$ cat config.mk
export PLATFORM = sky130hd
export DESIGN_NAME = arcade_input_cond
export DESIGN_NICKNAME = d
export VERILOG_FILES = /design/src/rtl/arcade_input_pkg.sv /design/src/rtl/input_debounce.sv /design/src/rtl/arcade_input_cond.sv
export SDC_FILE = /design/constraint.sdc
export NUM_CORES = 1
export LEC_CHECK = 0
export ABC_AREA = 1
export CAP_MARGIN = 15
export CORE_AREA = 2 2 147 149
export DETAILED_ROUTE_END_ITERATION = 7
export DIE_AREA = 0 0 149 151
export GPL_ROUTABILITY_DRIVEN = 0
export PLACE_DENSITY_LB_ADDON = 0.25
export REMOVE_ABC_BUFFERS = 1
export SETUP_SLACK_MARGIN = 0.02
export SLEW_MARGIN = 20
export SYNTH_ARGS = -nofsm -noshare
export SYNTH_HDL_FRONTEND = slang
export SYNTH_HIERARCHICAL = 1
export SYNTH_SLANG_ARGS = --single-unit
$ cat constraint.sdc
create_clock -name clk -period 3.3 [get_ports clk]
set_input_delay 0.66 -clock clk [delete_from_list [all_inputs] [get_ports clk]]
set_output_delay 0.66 -clock clk [all_outputs]
set_load 0.01 [all_outputs]
$ cat src/rtl/arcade_input_pkg.sv
// Shared types and default constants for the arcade input conditioning stage.
package arcade_input_pkg;

    typedef enum logic [1:0] {
        IDLE = 2'd0,
        ON   = 2'd1,
        OFF  = 2'd2
    } coin_st_t;

    localparam int DEB_CYC_DEF  = 65535;
    localparam int COIN_ON_DEF  = 3;
    localparam int COIN_OFF_DEF = 3;
    localparam int QDEPTH_DEF   = 7;

endpackage

$ cat src/rtl/input_debounce.sv
// One input channel: 2-flop synchroniser followed by a stable-state debouncer.
module input_debounce
    import arcade_input_pkg::*;
#(
    parameter int DEB_CYC = DEB_CYC_DEF
) (
    input  logic clk,
    input  logic reset_n,
    input  logic raw_i,
    output logic stable_o
);

    localparam logic [15:0] CNT_LAST = 16'(DEB_CYC - 1);

    logic [1:0]  sync_q;
    logic [15:0] cnt_q, cnt_d;
    logic        stable_q, stable_d;

    // The output only follows after DEB_CYC consecutive differing samples.
    always_comb begin
        cnt_d    = cnt_q;
        stable_d = stable_q;
        if (sync_q[1] == stable_q) begin
            cnt_d = '0;
        end else if (cnt_q == CNT_LAST) begin
            stable_d = sync_q[1];
            cnt_d    = '0;
        end else begin
            cnt_d = cnt_q + 16'd1;
        end
    end

    always_ff @(posedge clk or negedge reset_n) begin
        if (!reset_n) begin
            sync_q   <= '0;
            cnt_q    <= '0;
            stable_q <= 1'b0;
        end else begin
            sync_q   <= {sync_q[0], raw_i};
            cnt_q    <= cnt_d;
            stable_q <= stable_d;
        end
    end

    assign stable_o = stable_q;

endmodule

$ cat src/rtl/arcade_input_cond.sv
// Per-player input conditioning: debounced buttons plus a frame-aligned coin
// pulse generator fed by a small saturating pending-coin queue.
module arcade_input_cond
    import arcade_input_pkg::*;
#(
    parameter int NBTN     = 8,
    parameter int DEB_CYC  = DEB_CYC_DEF,
    parameter int COIN_ON  = COIN_ON_DEF,
    parameter int COIN_OFF = COIN_OFF_DEF,
    parameter int QDEPTH   = QDEPTH_DEF
) (
    input  logic            clk,
    input  logic            reset_n,
    input  logic            vblank,
    input  logic [NBTN-1:0] btn_in,
    input  logic            coin_in,
    output logic [NBTN-1:0] btn_out,
    output logic            coin_out,
    output logic [3:0]      coin_pend,
    output logic            coin_drop
);

    localparam logic [3:0] ON_LAST  = 4'(COIN_ON - 1);
    localparam logic [3:0] OFF_LAST = 4'(COIN_OFF - 1);
    localparam logic [3:0] QMAX     = 4'(QDEPTH);

    logic [NBTN:0] raw, deb;
    assign raw = {coin_in, btn_in};

    for (genvar i = 0; i <= NBTN; i++) begin : g_ch
        input_debounce #(.DEB_CYC(DEB_CYC)) u_deb (
            .clk      (clk),
            .reset_n  (reset_n),
            .raw_i    (raw[i]),
            .stable_o (deb[i])
        );
    end

    logic       vblank_q, coin_deb_q;
    coin_st_t   state_q, state_d;
    logic [3:0] fcnt_q, fcnt_d;
    logic [3:0] pend_q, pend_d;
    logic       coin_out_q, coin_out_d;
    logic       drop_q, drop_d;
    logic       ftick, coin_rise, deq;

    assign ftick     = vblank & ~vblank_q;
    assign coin_rise = deb[NBTN] & ~coin_deb_q;

    always_comb begin
        state_d    = state_q;
        fcnt_d     = fcnt_q;
        coin_out_d = coin_out_q;
        pend_d     = pend_q;
        drop_d     = 1'b0;
        deq        = 1'b0;
        case (state_q)
            IDLE: if (ftick && pend_q != 4'd0) begin
                state_d    = ON;
                coin_out_d = 1'b1;
                fcnt_d     = '0;
                deq        = 1'b1;
            end
            ON: if (ftick) begin
                if (fcnt_q == ON_LAST) begin
                    state_d    = OFF;
                    fcnt_d     = '0;
                    coin_out_d = 1'b0;
                end else begin
                    fcnt_d = fcnt_q + 4'd1;
                end
            end
            OFF: if (ftick) begin
                if (fcnt_q == OFF_LAST) begin
                    state_d = IDLE;
                    fcnt_d  = '0;
                end else begin
                    fcnt_d = fcnt_q + 4'd1;
                end
            end
            default: begin
                state_d    = IDLE;
                fcnt_d     = '0;
                coin_out_d = 1'b0;
            end
        endcase
        // An edge coinciding with a dequeue cancels out, even when saturated.
        if (coin_rise && !deq) begin
            if (pend_q == QMAX) drop_d = 1'b1;
            else                pend_d = pend_q + 4'd1;
        end else if (!coin_rise && deq) begin
            pend_d = pend_q - 4'd1;
        end
    end

    always_ff @(posedge clk or negedge reset_n) begin
        if (!reset_n) begin
            vblank_q   <= 1'b0;
            coin_deb_q <= 1'b0;
            state_q    <= IDLE;
            fcnt_q     <= '0;
            pend_q     <= '0;
            coin_out_q <= 1'b0;
            drop_q     <= 1'b0;
        end else begin
            vblank_q   <= vblank;
            coin_deb_q <= deb[NBTN];
            state_q    <= state_d;
            fcnt_q     <= fcnt_d;
            pend_q     <= pend_d;
            coin_out_q <= coin_out_d;
            drop_q     <= drop_d;
        end
    end

    assign btn_out   = deb[NBTN-1:0];
    assign coin_out  = coin_out_q;
    assign coin_pend = pend_q;
    assign coin_drop = drop_q;

endmodule

After elaboration in Yosys (flattened, before gate mapping)

Cells that the tools add are included.

$add $sub $neg: 12
Bitwise logic cells: 14
Eq/ne operators: 29
Muxes and demuxes: 39
Reduce and logical (&&, ||, !) cells: 22

Operators by type and width:

| operator                                                            | number |
|---|---|
| 16-bit two-way mux                                                  | 18 |
| 16-bit by 1-bit adder with 16-bit output (second input constant)    | 9 |
| 16-bit == test (second input constant)                              | 9 |
| 4-bit two-way mux                                                   | 6 |
| 2-bit AND reduction                                                 | 11 |
| 2-bit inequality test (second input constant)                       | 6 |
| 1-bit inverter                                                      | 12 |
| 2-bit two-way mux                                                   | 5 |
| 1-bit == test                                                       | 9 |
| 4-bit by 1-bit adder with 4-bit output (second input constant)      | 2 |
| 4-bit case mux with 2 select lines                                  | 1 |
| 1-bit two-way mux                                                   | 7 |
| 2-bit case mux with 3 select lines                                  | 1 |
| 5-bit AND reduction                                                 | 1 |
| 4-bit by 2-bit == test with 1-bit output (second input constant)    | 1 |
| 4-bit by 3-bit == test with 1-bit output (second input constant)    | 1 |
| 4-bit AND reduction                                                 | 1 |
| 4-bit nonzero test                                                  | 1 |
| 4-bit by 1-bit subtractor with 4-bit output (second input constant) | 1 |
| 1-bit logical AND                                                   | 3 |
| 1-bit case mux with 3 select lines                                  | 1 |
| 1-bit AND                                                           | 2 |
| 2-bit by 1-bit == test with 1-bit output (second input constant)    | 1 |
| 2-bit == test (second input constant)                               | 1 |
| other kinds (5)                                                     | 6 |

Register bits after elaboration: 185
Output and inout bits: 14
Bits of input ports: 12

Depth between registers and ports, before layout

Gate-level depths: netlist (run 1).

Depth after elaboration: 9
Mapped depth: 13
Gate-level depth less buffers: 13

Hierarchy

The synthesis (run 1) kept the hierarchy.

By module, submodules not included:

| module            | times used | cells each | area an instance (µm²) |
|---|---|---|---|
| input_debounce    | 9          | 120        | 1043.5 |
| arcade_input_cond | 1          | 107        | 959.7 |

Worst setup path after synthesis (run 1)

Ideal clock, no wire load.

Path kind: input to register
Start: input vblank
End: register pend_q[3] (netlist: coin_pend[3])
Required time: 3.183 ns
Arrival time: 1.888 ns
Path buffers: 0
Setup slack: 1.295 ns
Cell stages on the path: 13
Cells stage by stage: inv_1 nor2_8 nand3_2 nand2_2 ha_1 nand2_1 nand2_1 a21oi_1 inv_1 nand2_1 nand3_2 nand2_1 nand2_1

Cells in the longest elaborated chain, start to end: 8
Elaborated cells on any way between the ends: 11

RTL lines:

| what                                                                         | RTL line                 | RTL |
|---|---|---|
| start: declaration                                                           | arcade_input_cond.sv:14  | `input logic vblank,` |
| 1-bit AND *                                                                  | arcade_input_cond.sv:47  | `assign ftick = vblank & ~vblank_q;` |
| 1-bit logical AND *                                                          | arcade_input_cond.sv:58  | `IDLE: if (ftick && pend_q != 4'd0) begin` |
| 1-bit two-way mux *                                                          | arcade_input_cond.sv:58  |  |
| 1-bit two-way mux *                                                          | arcade_input_cond.sv:57  | `case (state_q)` |
| 1-bit zero test                                                              | arcade_input_cond.sv:88  | `if (coin_rise && !deq) begin` |
| 1-bit logical AND                                                            | arcade_input_cond.sv:88  |  |
| 2-bit inequality test (no line) / 2-bit nonzero test (equally long branches) | -                        |  |
| 2-bit AND reduction (no line)                                                | -                        |  |
| end signal: assignment                                                       | arcade_input_cond.sv:110 | `pend_q <= pend_d;` |
| end: declaration                                                             | arcade_input_cond.sv:42  | `logic [3:0] pend_q, pend_d;` |

Every way passes the cells marked *; elsewhere a longest branch is shown, timed or not.
A chain may end at the register's enable or synchronous reset.

Worst setup path after layout (run 1)

Same ends and word-level chain as after synthesis.

==> out/metrics.cfg, run 1 <==
[outcome]
status = finished, final reports clean

[clock_network]
cts_buffers = 17
worstSkewPairLatency_ps = 420
cts_tree = built
postCtsSetupBuffers = 0
htree_levels = 4
cts_sinks = 185
cts_root_buf = clkbuf_16
cts.reportedPaths.clkPinSlew_ps = 70
cts_resized = 0
clk_path_buf_depth = 2
hold_buffers = 0

[worst_setup_path]
worst-r2r-cell-count = 13
path_class = in -> reg
rr_endpoint = coin_pend[3]$_DFFE_PN0P_
critPathRequiredTime_ps = 3620
path_cells = clkdlybuf4s50_1 > inv_1 > nor2_8 > nand3_2 > nand2_2 > ha_1 > nand2_1 > nand2_1 > a21oi_1 > inv_1 > nand2_1 > nand3_2 > nand2_1 > nand2_1
cp_max_fo = 7
reg2reg_slack_ps = 1160
worstReg2RegStart = state_q[0]$_DFFE_PN0P_
cp_slowest_stage_delay_ps = 470
crit_family = simple AND/OR/NAND/NOR gates
crit_start = vblank
critPathCaptureType = register
crit_path_start_kind = input pin
crit_path_top_delay_cell = clkdlybuf4s50_1
critPathMostFrequentCell = nand2_1
cp.buffers_inverters = 3
cp.arrival_ps = 2510

[power]
vdd_drop_max_mv = 0.3152
power_uw = 4635
leakagePower_uw = 0.005480
power_density_nw_per_um2 = 401.6

[placement]
hpwl_um = 12030
port-buffer-count = 25
postPlaceCellArea_um2 = 10930

[synthesis]
syn_inst = 1187
yosys.area_share.simple_pct = 36.14
async_flop_share_pct = 100.0
synth-edff-count = 0
yosys.area_share.adder_pct = 3.215
synth_mux_area_share_pct = 0
yosysTopAreaCell = dfrtp_1
synth.yosys.seq_area_share_pct = 44.72
yosysMostFrequentCell = nand2_1
synthTopCellsByArea = dfrtp_1 (45%), nand2_1 (8.7%), nor2_1 (6.1%), nor2_2 (5.6%), inv_1 (4.7%)
synth_area_per_cell_um2 = 8.720
synth-xor-area-share_pct = 6.431
ys_types = 31
yosysWarnings = 6
ys_top_cells_by_count = nand2_1 (241), dfrtp_1 (185), nor2_1 (168)
yosysTopAreaCellShare_pct = 44.72
ys.flop_type = dfrtp_1
synth_compound_area_share_pct = 3.179
synth.cell_area_um2 = 10350
ys_ff_latch = 185
synth_top_family_by_area = simple AND/OR/NAND/NOR gates

[cells_and_area]
syn2layout_area_growth_pct = 11.50
fin_area_um2 = 11540
drive_gt1_share_pct = 18.81
final_nets = 1265
antennaDiodeCount = 0

[sta]
rsz0062_at_grt = false
max_freq_mhz = 454.9
hold_violations = 0
max_slew_margin_pct = 60.89
slew_violations = 0
skew_ps = 7.762
worst_pin_slew_ps = 586.7
fin_tns_setup_ps = 0
fin_crit_sh_pct = 66.62
min_period_ps = 2198
setup_viol = 0

[global_route]
grtUsageTotal_pct = 16.40
grt_max_degree = 72
grt.overflow.total = 0
grt_antenna_before_repair = 0
grt_pass1_wl_um = 30420
grt_pass1_vias = 6803

[floorplan]
core_um2 = 20820
die_h_um = 151
ios = 26
start_util_pct = 49.71
die_area_um2 = 22500
core.rowCount = 53
die_x_um = 149

[detailed_routing]
wirelength_um = 16650
drc = 0
drtPass1Iterations = 4
vias_per_cell = 4.723
ant_nets = 0
drtIter0Drc = 422
vias = 7151
wl_per_cell_um = 11.00

[run]
cap_violations = 0

[min_path]
hold_path_class = in -> async

-- layout by cell type (no fill, tap or decap), types with 10 or more instances in the layout --
| cell | n |
|---|---|
| ha_1 | 25 |
| nor2_1 | 168 |
| nor2_2 | 92 |
| nand2_1 | 241 |
| xnor2_1 | 37 |
| nand3_2 | 12 |
| o21ai_0 | 10 |
| nor2_4 | 18 |
| a21oi_1 | 11 |
| dfrtp_1 | 185 |
| nor2_8 | 20 |
| clkbuf_16 | 17 |
| inv_1 | 130 |
| nand4_1 | 40 |
| o21ai_1 | 11 |
| clkdlybuf4s50_1 | 24 |
| nand3_1 | 46 |
| nand2_2 | 33 |
| xor2_1 | 39 |
-- layout make-up --
type,count,area [um2]
Sequential cell,185,4629
Inverter,140,593.1
Multi-Input combinational cell,854,5069
Tap cell,275,344.1
Clock buffer,24,521.8
Fill cell,1888,9281
Clock inverter,7,87.58
Timing Repair Buffer,29,296.5
-- how the worst max path moves through the flow --
stage               slack, ps                        to  depth (start not counted)
floorplan                1290  coin_pend[3]$_DFFE_PN0P_                         13
global placement          710  coin_pend[3]$_DFFE_PN0P_                         14
detailed placement        660  coin_pend[3]$_DFFE_PN0P_                         14
CTS                      1100              coin_pend[1]                          1
global route              940  coin_pend[3]$_DFFE_PN0P_                         14
finish                   1100  coin_pend[3]$_DFFE_PN0P_                         14
-- sequential cells by signal (all words and copies together) (netlist names) --
name                 count
coin_pend                4
state_q                  2
coin_drop                1
g_ch.u_deb/sync_q       18
coin_deb_q               1
fcnt_q                   4
coin_out                 1
g_ch.u_deb/cnt_q       144
vblank_q                 1
g_ch.u_deb/stable_o      9
-- cell families (layout without fill, tap and decap cells) --
group,after synthesis,count (layout)
AO/OA/AOI/OAI,54,54
buffers and inverters,148,200
adder cells (fa/ha/maj),26,26
AND/OR/NAND/NOR,698,698
flip-flops,185,185
XOR/XNOR,76,76
-- stage by stage --
stage / hold WS (ps) / util (%) / worst slack [ps] / std cells
after detailed placement: 334.7 / 52.50 / 661.5 / 1483
after global routing: 288.5 / 55.43 / 938.1 / 1514
after CTS: 266.0 / 55.43 / 1096 / 1514
after global placement: 333.0 / 52.50 / 712.0 / 1483
after floorplan: 331.2 / - / 1295 / 1179
final: 250.4 / 55.43 / 1102 / 1514
-- report_power, final --
part / switching, uW / internal [uW]
Combinational: 138 / 77.8
Clock: 822 / 1250
Sequential: 40.3 / 2310
Total: 1000 / 3640
-- routing by layer --
| metal | track usage [%] | wire, um | up-vias |
|---|---|---|---|
| li1 | - | - | 3793 |
| met1 | 23.44 | 8488 | 3282 |
| met2 | 25.71 | 7576 | 63 |
| met3 | 3.283 | 427 | 13 |
| met4 | 4.143 | 157 | 0 |
| met5 | 0 | 0 | - |
No activity file was read; power rests on OpenSTA's default activity.
==> inputs of run 2 (changes only) <==
==> constraint.sdc (replaced) <==
create_clock -name clk -period 1.9 [get_ports clk]
set_input_delay 0.38 -clock clk [delete_from_list [all_inputs] [get_ports clk]]
set_output_delay 0.38 -clock clk [all_outputs]
set_load 0.01 [all_outputs]
==> out/metrics.cfg, run 2 (synthesis gave the netlist of run 1 again) <==
[cells_and_area]
mostFrequentLayoutCell = nand2_1
syn2layout_area_growth_pct = 13.32
drive_gt1_share_pct = 19.65  ; +0.84 points
multi_input_area_um2 = 5100  ; +0.62%
final_nets = 1277  ; +0.95%
antennaDiodeCount = 0  ; unchanged
largest_register_ffs = 144  ; unchanged
utilization_pct = 56.33  ; +0.91 points
seq_area_um2 = 4629  ; unchanged
largest-register = g_ch.u_deb/cnt_q
fillers = 1864  ; -1.3%
most-common-layout-cells = nand2_1 (241), dfrtp_1 (185), nor2_1 (167)

[sta]
min_period_ps = 1793
worst_slack_ps = 106.6  ; -994.9 ps
skew_ps = 7.313  ; -0.4485 ps
setup_viol = 0  ; unchanged
max_freq_mhz = 557.6
slew_violations = 0  ; unchanged
max_slew_margin_pct = 69.35  ; +8.5 points
worst_pin_slew_ps = 456.5  ; -130.2 ps
fin_crit_sh_pct = 94.39
rsz0062_at_grt = true
hold_violations = 0  ; unchanged

[clock_network]
htree_levels = 4  ; unchanged
cts_buffers = 17  ; unchanged
cts_tree = built
cts_root_buf = clkbuf_16
cts.reportedPaths.clkPinSlew_ps = 60  ; about the same
clk_path_buf_depth = 2  ; unchanged
worstSkewPairLatency_ps = 420  ; about the same
cts_sinks = 185  ; unchanged

[worst_setup_path]
cp.arrival_ps = 2110  ; -400 ps
critPathRequiredTime_ps = 2210  ; -1410 ps
endpoint = coin_pend[3]$_DFFE_PN0P_
worst-r2r-cell-count = 13  ; unchanged
worstReg2RegStart = state_q[0]$_DFFE_PN0P_
rr_endpoint = coin_pend[3]$_DFFE_PN0P_
crit_start = state_q[0]$_DFFE_PN0P_
critPathCaptureType = register
reg2reg_slack_ps = 110  ; -1050 ps
path_class = reg -> reg
cp_max_fo = 3  ; -4
crit_path_start_kind = register

[detailed_routing]
wirelength_um = 17390  ; +4.4%
drc = 0  ; unchanged
drtPass1Iterations = 5  ; +1
ant_nets = 0  ; unchanged
wl_per_cell_um = 11.39  ; +3.5%
vias_per_cell = 4.806  ; +1.8%
drtIter0Drc = 361  ; -14%
vias = 7339  ; +2.6%

[power]
seqPwrFrac_pct = 49.5  ; -1.2 points
vdd_drop_max_mv = 0.6030  ; +91%
p_int_uw = 6500  ; +79%
leakagePower_uw = 0.005602  ; +2.2%
switchingPower_uw = 1747  ; +75%
power_density_nw_per_um2 = 703.1  ; +75%
sw_frac_of_total_pct = 21.18  ; -0.39 points
power_frac_comb_pct = 4.7  ; about the same
pwr-share-clk_pct = 45.8  ; +1.1 points

[global_route]
grt.overflow.total = 0  ; unchanged
grtUsageTotal_pct = 16.89  ; +0.50 points
grt_max_degree = 52  ; -28%
grt_pass1_vias = 7085  ; +4.1%
grt_pass1_wl_um = 31510  ; +3.6%
grt_antenna_before_repair = 0  ; unchanged

[floorplan]
die_x_um = 149  ; unchanged
core.rowCount = 53  ; unchanged
die_area_um2 = 22500  ; unchanged
start_util_pct = 49.71  ; unchanged
core_um2 = 20820  ; unchanged
ios = 26  ; unchanged
die_h_um = 151  ; unchanged

[min_path]
hold_path_class = reg -> reg
min_from = g_ch[3].u_deb/sync_q[0]$_DFF_PN0_
hold-path-cell-count = 0

[run]
cap_violations = 0  ; unchanged

[placement]
port-buffer-count = 25  ; unchanged
hpwl_um = 12450  ; +3.5%
post-place-ws_ps = -346.1  ; -1008 ps

[outcome]
status = finished, final reports clean

## run 2: through the flow
stage	total power, uW	hold slack [ps]	area [um2]	cells	setup TNS, ps
floorplan	4375	84.41	10290	1179	-16.91
global placement	4549	332.6	11040	1492	-409.4
detailed placement	4555	336.3	11040	1492	-611.9
CTS	8384	351.0	11690	1526	0
global route	8591	358.7	11730	1527	-42.00
finish	8247	345.4	11730	1527	0
## run 2: power by group through the flow
stage	Clock, uW	Combinational (uW)	Sequential, uW
after floorplan	0	235	4140
after detailed placement	0	402	4150
after global placement	0	398	4150
final	3780	392	4080
after CTS	3900	407	4080
after global routing	4050	449	4090
## run 2: worst min path at each step
stage	to	slack, ps
after floorplan	coin_deb_q$_DFF_PN0_	80
after global placement	g_ch[4].u_deb/sync_q[1]$_DFF_PN0_	330
after detailed placement	g_ch[1].u_deb/sync_q[1]$_DFF_PN0_	340
after CTS	g_ch[1].u_deb/sync_q[1]$_DFF_PN0_	350
after global routing	g_ch[6].u_deb/sync_q[1]$_DFF_PN0_	360
final	g_ch[3].u_deb/sync_q[1]$_DFF_PN0_	350
## run 2: final cells by class
type | instances | share of cell area, %
clock buffer | 25 | 4.224
inverter | 140 | 5.056
clock inverter | 7 | 1.173
timing repair buffer | 41 | 3.669
tap | 275 | 2.933
sequential | 185 | 39.47
multi-input combinational | 854 | 43.48
## run 2: worst max-delay path, cell delays in order (launching register included)
cell     delay [ps]
dfrtp_1         380
inv_1           110
ha_4            150
nand3_2          90
nand2_2         120
ha_1            230
nand2_1          60
inv_1            50
a21oi_2         140
inv_1            50
nand2_1          90
nand3_2          80
nand2_1          70
nand2_1          50
## run 2: layer usage
layer | share of wire, % | vias to the layer above | global-route usage [%]
li1 | - | 3818 | -
met1 | 50 | 3454 | 22.84
met2 | 47 | 51 | 27.83
met3 | 1.8 | 16 | 3.253
met4 | 1.2 | 0 | 4.857
met5 | 0 | - | 0
## run 2: timing repair
| action | 4_1_cts | 5_1_grt |
|---|---|---|
| hold buffers | 1 | 0 |
| pin swaps | 0 | 2 |
| hold endpoints to repair | 46 | 0 |
| resized for setup | 2 | 7 |
| setup endpoints to repair | 2 | 2 |
| setup buffers | 1 | 1 |
==> inputs of run 3 (changes only) <==
==> constraint.sdc (replaced) <==
create_clock -name clk -period 1.9 [get_ports clk]
set_input_delay 0.38 -clock clk [delete_from_list [all_inputs] [get_ports clk]]
set_output_delay 0.38 -clock clk [all_outputs]
set_load 0.1 [all_outputs]
==> out/metrics.cfg, run 3 (synthesis gave the netlist of run 1 again) <==
[global_route]
grt_pass1_vias = 7160  ; +1.1%
grt_max_degree = 52  ; unchanged
grt_antenna_before_repair = 0  ; unchanged
grt.overflow.total = 0  ; unchanged
grt_pass1_wl_um = 31660  ; +0.46%
grtUsageTotal_pct = 17.17  ; +0.28 points

[placement]
port-buffer-count = 25  ; unchanged
hpwl_um = 12820  ; +3.0%
dp.cells = 1493  ; +0.067%

[cells_and_area]
most-common-layout-cells = nand2_1 (241), dfrtp_1 (185), nor2_1 (168)
drive_gt1_share_pct = 20.77  ; +1.1 points
syn2layout_area_growth_pct = 14.12
antennaDiodeCount = 0  ; unchanged
fillers = 1866  ; +0.11%
largest_register_ffs = 144  ; unchanged
stdcell_count = 1527  ; unchanged
seq_area_um2 = 4629  ; unchanged
mostFrequentLayoutCell = nand2_1
final_nets = 1277  ; unchanged
multi_input_area_um2 = 5110  ; +0.20%
largest-register = g_ch.u_deb/cnt_q

[sta]
max_slew_margin_pct = 69.14  ; -0.21 points
setup_viol = 0  ; unchanged
skew_ps = 8.823  ; +1.510 ps
max_freq_mhz = 563.7  ; +1.1%
worst_pin_slew_ps = 459.6  ; +3.150 ps
min_period_ps = 1774  ; -19.37 ps
whs_ps = 348.2  ; +2.816 ps
fin_crit_sh_pct = 93.37  ; -1.0 points
hold_violations = 0  ; unchanged
slew_violations = 0  ; unchanged

[worst_setup_path]
crit_family = simple AND/OR/NAND/NOR gates
cp_slowest_stage_delay_ps = 400  ; +20 ps
cp_max_fo = 3  ; unchanged
path_class = reg -> reg
critPathCaptureType = register
critPathMostFrequentCell = nand2_1
critPathRequiredTime_ps = 2220  ; about the same
reg2reg_slack_ps = 130  ; +20 ps
crit_path_top_delay_cell = dfrtp_1
path_cells = inv_1 > ha_4 > nand3_4 > nand2_4 > ha_1 > nand2_1 > inv_1 > a21oi_2 > inv_1 > nand2_1 > nand3_2 > nand2_1 > nand2_1
cp.buffers_inverters = 3  ; unchanged
crit_path_start_kind = register
cp.arrival_ps = 2090  ; -20 ps

[run]
cap_violations = 0  ; unchanged

[detailed_routing]
wirelength_um = 17960  ; +3.3%
ant_nets = 0  ; unchanged
wl_per_cell_um = 11.76  ; +3.3%
drtIter0Drc = 288  ; -20%
vias_per_cell = 4.863  ; +1.2%
drc = 0  ; unchanged
drtPass1Iterations = 4  ; -1
vias = 7426  ; +1.2%

[clock_network]
htree_levels = 4  ; unchanged
cts_tree = built
worstSkewPairLatency_ps = 430  ; about the same
cts.reportedPaths.clkPinSlew_ps = 70  ; about the same
cts_sinks = 185  ; unchanged
cts_root_buf = clkbuf_16
clk_path_buf_depth = 2  ; unchanged
cts_buffers = 17  ; unchanged

[floorplan]
die_area_um2 = 22500  ; unchanged
core.rowCount = 53  ; unchanged
core_um2 = 20820  ; unchanged
die_h_um = 151  ; unchanged
start_util_pct = 49.71  ; unchanged
ios = 26  ; unchanged
die_x_um = 149  ; unchanged

[power]
leakagePower_uw = 0.005590  ; -0.22%
power_density_nw_per_um2 = 686.1  ; -2.4%
vdd_drop_max_mv = 0.5885  ; -2.4%

[outcome]
status = finished, final reports clean

[min_path]
hold_path_class = reg -> reg

run 3: changes by cell type in the layout (fill, tap and decap cells not counted), moves of 2 or more:
cell             previous run  this run
dlymetal6s2s_1              2         0
buf_12                      4        15
clkbuf_1                    4         2
clkbuf_8                    5         3
clkinvlp_4                  1         5
clkdlybuf4s50_1            21        10
buf_4                      11        14
run 3: cell type report:
| cell class | count | share of cell area, % |
|---|---|---|
| clock buffer | 21 | 3.898 |
| clock inverter | 11 | 1.239 |
| inverter | 140 | 5.021 |
| multi-input combinational | 854 | 43.26 |
| sequential | 185 | 39.19 |
| tap | 275 | 2.913 |
| timing repair buffer | 41 | 4.480 |
run 3: through the flow:
| stage | util (%) | area, um2 | worst slack, ps | TNS [ps] | power (uW) |
|---|---|---|---|---|---|
| floorplan | - | 10290 | -466.9 | -748.6 | 4375 |
| global placement | 53.53 | 11150 | -249.4 | -403.5 | 4546 |
| detailed placement | 53.53 | 11150 | -287.4 | -538.8 | 4554 |
| CTS | 56.50 | 11760 | 42.82 | 0 | 8240 |
| global route | 56.73 | 11810 | -5.318 | -5.318 | 8441 |
| finish | 56.73 | 11810 | 126.0 | 0 | 8104 |
run 3: what timing repair did:
action | CTS | global route
hold buffers | 1 | 0
endpoints found under the setup margin | 0 | 1
endpoints found under the hold margin | 33 | 0
gates resized for setup | 0 | 6
setup buffers | 0 | 1
run 3: power by group:
| part | switching (uW) | leakage [uW] | internal (uW) |
|---|---|---|---|
| Combinational | 246 | 0.00280 | 145 |
| Clock | 1500 | 0.000281 | 2140 |
| Sequential | 70.5 | 0.00251 | 4010 |
run 3: routing by layer:
metal	GRT usage (%)	part of all wire, %	wire length, um
met5	0	0	0
met4	4.905	1.1	197
met3	3.705	2.5	443
met2	28.50	48	8600
met1	22.81	49	8717
run 3: worst paths after layout:
path	to	cells after the start	start
setup / recovery	coin_pend[3]$_DFFE_PN0P_	13	state_q[0]$_DFFE_PN0P_
hold / removal	g_ch[4].u_deb/sync_q[1]$_DFF_PN0_	0	g_ch[4].u_deb/sync_q[0]$_DFF_PN0_
setup reg to reg	coin_pend[3]$_DFFE_PN0P_	13	state_q[0]$_DFFE_PN0P_
hold reg to reg	g_ch[4].u_deb/sync_q[1]$_DFF_PN0_	0	g_ch[4].u_deb/sync_q[0]$_DFF_PN0_
max in group asynchronous	g_ch[5].u_deb/stable_o$_DFFE_PN0P_	3	reset_n
min in group asynchronous	state_q[0]$_DFFE_PN0P_	2	reset_n
